File: config.mk
export PLATFORM = sky130hd
export DESIGN_NAME = gpio_input_filter_bank
export DESIGN_NICKNAME = d
export VERILOG_FILES = /design/src/rtl/gpio_input_filter_bank.sv
export SDC_FILE = /design/constraint.sdc
export NUM_CORES = 1
export LEC_CHECK = 0
export ABC_AREA = 1
export BUFFER_PORTS_ARGS = -buffer_cell sky130_fd_sc_hd__buf_2
export CELL_PAD_IN_SITES_DETAIL_PLACEMENT = 0
export CELL_PAD_IN_SITES_GLOBAL_PLACEMENT = 1
export CORE_MARGIN = 2
export CORE_UTILIZATION = 42
export CTS_CLUSTER_DIAMETER = 150
export CTS_CLUSTER_SIZE = 24
export DETAILED_ROUTE_END_ITERATION = 16
export PLACE_DENSITY = 0.85
export SYNTH_ARGS = -nofsm -noshare
export SYNTH_HDL_FRONTEND = slang
export SYNTH_SLANG_ARGS = --single-unit
File: constraint.sdc
create_clock -name clk_i -period 2.5 [get_ports clk_i]
set_input_delay 0.25 -clock clk_i [delete_from_list [all_inputs] [get_ports clk_i]]
set_output_delay 0.25 -clock clk_i [all_outputs]
set_load 0.05 [all_outputs]
File: src/rtl/gpio_input_filter_bank.sv
`default_nettype none
// ============================================================================
// Module   : gpio_input_filter_bank
// Purpose  : Per-channel pad synchronizer, debounce filter, edge detect and
//            sticky interrupt status for a GPIO block.
// Revision : 1.0
// ============================================================================
module gpio_input_filter_bank #(
   parameter int NrChannels   = 32,
   parameter int NrSyncStages = 2,
   parameter int CntWidth     = 8
) (
   input  logic                    clk_i,
   input  logic                    rst_i,
   input  logic [NrChannels-1:0]   serial_i,
   input  logic [NrChannels-1:0]   en_i,
   input  logic [NrChannels-1:0]   dbnc_en_i,
   input  logic [CntWidth-1:0]     dbnc_cycles_i,
   input  logic [NrChannels-1:0]   irq_en_i,
   input  logic [2*NrChannels-1:0] irq_mode_i,
   input  logic [NrChannels-1:0]   irq_clr_i,
   output logic [NrChannels-1:0]   serial_o,
   output logic [NrChannels-1:0]   r_edge_o,
   output logic [NrChannels-1:0]   f_edge_o,
   output logic [NrChannels-1:0]   irq_status_o,
   output logic                    irq_o
);

   localparam logic [1:0] ModeRise  = 2'b00;
   localparam logic [1:0] ModeFall  = 2'b01;
   localparam logic [1:0] ModeBoth  = 2'b10;
   localparam logic [1:0] ModeLevel = 2'b11;

   logic [NrChannels-1:0] sync_q [NrSyncStages];
   logic [NrChannels-1:0] sync_d [NrSyncStages];
   logic [NrChannels-1:0] sync_out;
   logic [CntWidth-1:0]   cnt_q  [NrChannels];
   logic [CntWidth-1:0]   cnt_d  [NrChannels];
   logic [NrChannels-1:0] filt_q, filt_d;
   logic [NrChannels-1:0] r_edge_q, r_edge_d;
   logic [NrChannels-1:0] f_edge_q, f_edge_d;
   logic [NrChannels-1:0] status_q, status_d;
   logic [NrChannels-1:0] evt;
   logic [CntWidth-1:0]   thr_dbnc;

   // Thresholds of 0 and 1 both collapse to a single-cycle bypass.
   assign thr_dbnc = (dbnc_cycles_i > CntWidth'(1)) ? dbnc_cycles_i : CntWidth'(1);
   assign sync_out = sync_q[NrSyncStages-1];

   always_comb begin
      sync_d[0] = serial_i;
      for (int s = 1; s < NrSyncStages; s++) begin
         sync_d[s] = sync_q[s-1];
      end
   end

   always_comb begin
      filt_d = filt_q;
      evt    = '0;
      for (int i = 0; i < NrChannels; i++) begin
         cnt_d[i] = '0;
         // Comparing with >= lets a threshold lowered mid-count fire at once.
         if (sync_out[i] != filt_q[i]) begin
            if (({1'b0, cnt_q[i]} + (CntWidth+1)'(1)) >=
                {1'b0, (dbnc_en_i[i] ? thr_dbnc : CntWidth'(1))}) begin
               filt_d[i] = ~filt_q[i];
            end else begin
               cnt_d[i] = cnt_q[i] + CntWidth'(1);
            end
         end
         case (irq_mode_i[2*i +: 2])
            ModeRise:  evt[i] = r_edge_q[i];
            ModeFall:  evt[i] = f_edge_q[i];
            ModeBoth:  evt[i] = r_edge_q[i] | f_edge_q[i];
            ModeLevel: evt[i] = filt_q[i];
            default:   evt[i] = 1'b0;
         endcase
      end
      r_edge_d = filt_d & ~filt_q & en_i;
      f_edge_d = ~filt_d & filt_q & en_i;
      status_d = (status_q & ~irq_clr_i) | (irq_en_i & en_i & evt);
   end

   always_ff @(posedge clk_i) begin
      if (rst_i) begin
         for (int s = 0; s < NrSyncStages; s++) begin
            sync_q[s] <= '0;
         end
         for (int i = 0; i < NrChannels; i++) begin
            cnt_q[i] <= '0;
         end
         filt_q   <= '0;
         r_edge_q <= '0;
         f_edge_q <= '0;
         status_q <= '0;
      end else begin
         sync_q   <= sync_d;
         cnt_q    <= cnt_d;
         filt_q   <= filt_d;
         r_edge_q <= r_edge_d;
         f_edge_q <= f_edge_d;
         status_q <= status_d;
      end
   end

   assign serial_o     = filt_q;
   assign r_edge_o     = r_edge_q;
   assign f_edge_o     = f_edge_q;
   assign irq_status_o = status_q;
   assign irq_o        = |status_q;

endmodule
`default_nettype wire

==> impl_metrics.csv, run 1 <==
group,metric,value,unit
global_routing,grt_usage,0.1920,
clock_network,cts-root-buf,"clkbuf_16",
critical_path,critPathKind,"flip-flop to output pin",
global_routing,grt_pass1_vias,21135,
flow_run,drv_cap,0,
critical_path,crit_path_top_delay_cell,"dfxtp_4",
yosys,ys_seq_elements,448,
timing,period_share,0.9467,
global_routing,overflow,0,
die,initial_core_util,0.4227,
placed_design,port_buffers,362,
layout,design_area,30660,um2
critical_path,worstPathRequired,2250,ps
pwr,finalPower,13.67,mW
route,drt-total-wl,62.42,mm
timing,clock_skew,10.49,ps
die,ioPinCount,363,
die,row_count,91,
placed_design,place_area,28610,um2
layout,n_fill_cell,6241,
yosys,synth_ff_type,"dfxtp_1",
clock_network,clock_sinks,448,
route,ant_nets,0,
placed_design,placedCellCount,4786,
timing,finalMaxSlewViolations,0,
critical_path,start_kind,"flip-flop",
route,vias_per_cell,4.649,
outcome,outcome,"complete, no violations",
yosys,synth_cell_type_count,34,
layout,syn_to_final_growth,18.20,%
timing,tightest_slew,709.3,ps
yosys,yosysMostFrequentCell,"nand2_1",
critical_path,cp_max_fo,3,
global_routing,grt_max_degree,134,
yosys,synthDominantCellAreaShare,0.3458,
critical_path,crit_chain,"nor4_4 -> buf_4 -> nand4_1 -> buf_6 -> or2_4 -> buf_8",
critical_path,cpPeakStageDelay,370,ps
timing,fin_crit,2367,ps
yosys,synth_warnings,0,
route,drt-initial-drc-count,949,
route,first_pass_iters,5,
timing,max_freq,422.5,MHz
timing,rsz0062_at_grt,"yes",
die,die_w,252.5,um
yosys,async_reset_ff_frac,0,
route,wire_per_inst,12.62,um
yosys,ys_seq_area_frac,0.3458,
clock_network,cts_tree,"done",
critical_path,arrival,2120,ps
pwr,peakVddDrop,450.4,uV
critical_path,cp-end-kind,"output pin",
critical_path,cpLargestDelayFamily,"simple AND/OR/NAND/NOR gates",
timing,hold_violations,0,
timing,hold_slack,68.82,ps
timing,max-slew-margin-rel,0.5271,
yosys,yosys-top-cells-area,"dfxtp_1, ha_1, nand2_1",
clock_network,cts-buffers-inserted,22,
die,die_area,63760,um2
pwr,p_leak,15.50,nW
yosys,syn-instance-count,3702,
route,drc_errors,0,
die,coreArea,61370,um2
timing,setup_tns,0,ps
yosys,synth-edff-count,0,
layout,drive_gt1_frac,0.1384,
clock_network,path_clk_slew,100,ps
clock_network,clock_tree.buffer_depth,3,
yosys,synth_commonest_cells,"nand2_1, inv_1, nor2_1",
global_routing,antenna_found_initial,11,
worst_hold_path,min_path_type,"primary input to flip-flop",
layout,num-nets-final,4668,
placed_design,place_congestion,0.7854,
die,fp.dieH,252.5,um
clock_network,clk_latency,570,ps
pwr,cellPowerDensity,445.7,nW/um2
yosys,netlist_area,25940,um2
global_routing,grt_pass1_wl,101.2,mm
yosys,syn_nets,4224,
yosys,yosys.area.top_type,"dfxtp_1",
timing,setup_violations,0,
placed_design,dp_hpwl,44.53,mm
route,vias,22989,
layout,stdcell_count,4945,
critical_path,critical_path_buf_inv_count,3,
yosys,synth.avg_cell_area,7.007,um2
clock_network,h-tree-depth,1,
==> area by class of cell <==
| type | count | area [um2] | share of cell area |
|---|---|---|---|
| timing repair buffer | 507 | 3303 | 0.1077 |
| tap | 790 | 988.4 | 0.03224 |
| clock buffer | 23 | 575.6 | 0.01877 |
| multi-input combinational | 2488 | 14210 | 0.4636 |
| clock inverter | 1 | 8.758 | 0.0002857 |
| sequential | 448 | 8992 | 0.2933 |
| antenna | 9 | 22.52 | 0.0007346 |
| inverter | 679 | 2554 | 0.08329 |
==> cell families (layout without fill, tap and decap cells) <==
group,after synthesis,after routing,synth area share
xor gates and xnor gates,113,113,0.03844
adders and majority gates,288,288,0.1389
other,0,9,0
DFF,448,448,0.3458
and+or+nand+nor,1821,1821,0.2998
AOI/OAI and AO/OA,266,266,0.06454
buffers and inverters,766,1210,0.1125
==> cell usage in the layout, fill, tap and decap left out, drive strengths merged <==
cell / count
clkbuf: 23
xnor2: 8
inv: 679
nand4: 94
a21oi: 137
xor2: 105
a31oi: 25
o2111ai: 3
a21o: 1
nor3: 45
nand2: 927
clkinv: 1
or2: 19
o211ai: 32
o21bai: 1
o21ai: 29
nand3: 152
a211o: 32
buf: 384
diode: 9
dfxtp: 448
nor4: 9
ha: 288
nor2: 575
a31o: 5
a41oi: 1
dlygate4sd3: 123
==> worst register-to-register path, delay by kind of cell (launching register included) <==
family	cells	cell delay, ps
AND/OR/NAND/NOR	15	1230
adder cells (fa/ha/maj)	2	480
flip-flops	1	390
buffers and inverters	1	100
==> path summary, 6_finish.rpt <==
| path | startpoint | to | slack [ps] | cells after the start |
|---|---|---|---|---|
| worst max-delay path | irq_status_o[14] | irq_o | 130 | 6 |
| worst max register to register | cnt_q[56] | serial_o[24] | 210 | 18 |
| worst min register to register | sync_d[0] | sync_out[0] | 400 | 2 |
| worst min-delay path | irq_en_i[28] | irq_status_o[28] | 70 | 3 |
==> per-stage QoR <==
stage | util | setup WS (ps)
after floorplan | - | 421.8
after CTS | 0.4960 | 3.643
after global routing | 0.4994 | -49.37
after detailed placement | 0.4662 | 159.9
after global placement | 0.4662 | 219.6
final | 0.4996 | 133.1
==> power breakdown <==
part	internal, mW	switching (mW)
logic	0.843	1.37
registers	7.29	0.177
clock network	1.65	2.34
total	9.78	3.88
==> sequential cells by signal, indices dropped and copies added (netlist names) <==
register and cells:
cnt_q 256, f_edge_o 32, irq_status_o 32, r_edge_o 32
serial_o 32, sync_d 32, sync_out 32
==> routing by layer <==
metal / global-route usage / routed length, um / vias up / part of all wire
met5: 0 / 13 / - / 0.00021
met4: 0.04446 / 1313 / 2 / 0.021
met3: 0.02801 / 2329 / 55 / 0.037
met2: 0.3430 / 29580 / 302 / 0.47
met1: 0.2427 / 29190 / 10232 / 0.47
li1: - / - / 12398 / -
==> timing repair <==
| action | 4_1_cts | 5_1_grt |
|---|---|---|
| cloned | 0 | 0 |
| gates resized for setup | 4 | 49 |
| hold buffers | 123 | 0 |
| endpoints found under the hold margin | 127 | 0 |
| buffers inserted | 0 | 3 |
| pin swaps | 1 | 7 |
| setup endpoints to repair | 1 | 128 |
Note: power is estimated with default switching activity, not from simulation.
==> inputs of run 2 (changes only) <==
ABC_AREA = unset   (was 1)
CORE_UTILIZATION = 44   (was 42)
SLEW_MARGIN = 20   (was unset)
clock period = 2.7 ns   (was 2.5 ns; I/O delays follow)
==> impl_metrics.csv, run 2 <==
group,metric,value,unit
route,ant_nets,0,
clock_network,clock_sinks,448,
flow_run,drv_cap,0,
layout,top_register,"cnt_q",
global_routing,grt_pass1_wl,102.3,mm
global_routing,grt_usage,0.2188,
pwr,p_leak,13.52,nW
die,coreArea,54990,um2
yosys,ys_seq_elements,448,
clock_network,path_clk_slew,100,ps
clock_network,clock_tree.buffer_depth,3,
layout,largest_reg_flops,256,
pwr,finalPower,12.02,mW
global_routing,grt_max_degree,83,
critical_path,cp_max_fo,7,
timing,setup_violations,0,
yosys,async_reset_ff_frac,0,
clock_network,h-tree-depth,1,
die,row_count,86,
outcome,outcome,"complete, no violations",
timing,setup_tns,0,ps
clock_network,cts_tree,"done",
global_routing,antenna_found_initial,12,
clock_network,cts-root-buf,"clkbuf_16",
die,initial_core_util,0.4442,
layout,multiInputGateArea,15440,um2
clock_network,cts-buffers-inserted,22,
yosys,netlist_area,24420,um2
yosys,yosys-top-cells-area,"dfxtp_1, ha_1, nor2b_1",
pwr,cellPowerDensity,405.7,nW/um2
yosys,synth-edff-count,0,
yosys,yosys.area.top_type,"dfxtp_1",
die,die_area,57410,um2
layout,seq_area,9042,um2
yosys,syn_nets,3225,
route,drc_errors,0,
placed_design,port_buffers,362,
route,vias,20784,
yosys,syn-instance-count,2703,
layout,num-nets-final,3683,
yosys,synth.avg_cell_area,9.036,um2
global_routing,overflow,0,
yosys,synth_ff_type,"dfxtp_1",
die,die_w,239.6,um
route,drt-initial-drc-count,910,
die,fp.dieH,239.6,um
timing,period_share,0.9646,
pwr,peakVddDrop,460.7,uV
layout,layout_commonest_cell,"dfxtp_1",
yosys,ys_seq_area_frac,0.3672,
worst_hold_path,min_path_type,"primary input to flip-flop",
critical_path,worstPathRequired,3180,ps
route,wire_per_inst,16.73,um
timing,fin_crit,2605,ps
layout,final_cell_mix,"dfxtp_1, buf_2, nand2_1",
layout,fin_util,0.5388,
timing,max_freq,383.9,MHz
yosys,synth_warnings,0,
layout,drive_gt1_frac,0.1851,
critical_path,arrival,3090,ps
global_routing,grt_pass1_vias,20398,
critical_path,cp-end-kind,"flip-flop",
timing,max-slew-margin-rel,0.5351,
layout,n_fill_cell,4851,
placed_design,place_area,27240,um2
layout,design_area,29630,um2
yosys,synth_cell_type_count,49,
timing,finalMaxSlewViolations,0,
timing,clock_skew,17.26,ps
route,first_pass_iters,5,
timing,hold_violations,0,
clock_network,clk_latency,570,ps
yosys,yosysMostFrequentCell,"dfxtp_1",
critical_path,critPathKind,"flip-flop to flip-flop",
yosys,synthDominantCellAreaShare,0.3672,
route,vias_per_cell,5.314,
die,ioPinCount,363,
layout,syn_to_final_growth,21.30,%
placed_design,place_congestion,0.8611,
route,drt-total-wl,65.42,mm
placed_design,dp_hpwl,47.67,mm
yosys,synth_commonest_cells,"dfxtp_1, nand2_1, ha_1",
timing,tightest_slew,697.3,ps
critical_path,start_kind,"flip-flop",
run 2: cell count changes in the layout (fill, tap and decap cells not counted), moves of 89 or more:
| cell | delta |
|---|---|
| inv_1 | -634 |
| nand2b_1 | +150 |
| nand2_1 | -594 |
| nor2b_1 | +241 |
| nand4_1 | -89 |
| nor2_1 | -444 |
run 2: repair_timing:
| item | 4_1_cts | 5_1_grt |
|---|---|---|
| setup buffers | 0 | 6 |
| gates resized for setup | 6 | 151 |
| pin swaps | 2 | 33 |
| endpoints found under the hold margin | 114 | 0 |
| endpoints found under the setup margin | 3 | 243 |
| hold buffers | 116 | 0 |
run 2: worst paths after layout:
| path | start | to | slack [ps] | cells past startpoint |
|---|---|---|---|---|
| max reg2reg | cnt_q[104] | cnt_q[104] | 100 | 10 |
| min | irq_clr_i[22] | irq_status_o[22] | 40 | 4 |
| min reg2reg | cnt_q[248] | cnt_q[248] | 440 | 1 |
| max | cnt_q[104] | cnt_q[104] | 100 | 10 |
run 2: layer usage:
layer / routed length [um] / track usage
met5: 100 / 0
met4: 2034 / 0.06837
met2: 31390 / 0.3903
met1: 28660 / 0.2705
met3: 3239 / 0.03135
run 2: stage by stage:
stage	std cells	hold slack, ps	worst slack (ps)
after floorplan	2703	398.2	119.0
after global placement	3763	416.8	-34.83
after detailed placement	3763	422.0	-87.50
after CTS	3903	1.430	5.083
after global routing	3911	27.04	-41.03
final	3911	36.65	95.46
run 2: kinds of logic after synthesis:
logic type,count (synthesis),synth area share
AND/OR/NAND/NOR,1181,0.2567
flip-flops,448,0.3672
AO/OA/AOI/OAI,389,0.1114
adder cells (fa/ha/maj),288,0.1475
XOR/XNOR,195,0.06993
buffers and inverters,140,0.02182
multiplexers,62,0.02541
run 2: power breakdown:
part | switching, mW | leakage, nW | total [mW] | internal, mW
combinational | 0.871 | 9.58 | 1.56 | 0.692
sequential | 0.0730 | 3.65 | 6.76 | 6.68
clock | 2.17 | 0.288 | 3.70 | 1.53
total | 3.11 | 13.5 | 12.0 | 8.91
run 2: final cells by class:
cell class                      instances  area share
Inverter                               44    0.005575
Clock inverter                          1   0.0002956
Timing Repair Buffer                  530      0.1165
Tap cell                              748     0.03159
Sequential cell                       448      0.3052
Clock buffer                           23     0.01943
Antenna cell                            2   0.0001689
Multi-Input combinational cell       2115      0.5212
run 2: critical path, cell delays in order, from the launching register on:
cell and delay, ps:
dfxtp_4 380, ha_2 200, nand3_2 110, nor2_4 130, xor2_1 190, ha_1 270
a21o_1 190, a221o_1 370, a31oi_2 190, o211ai_1 280, nor2_1 210
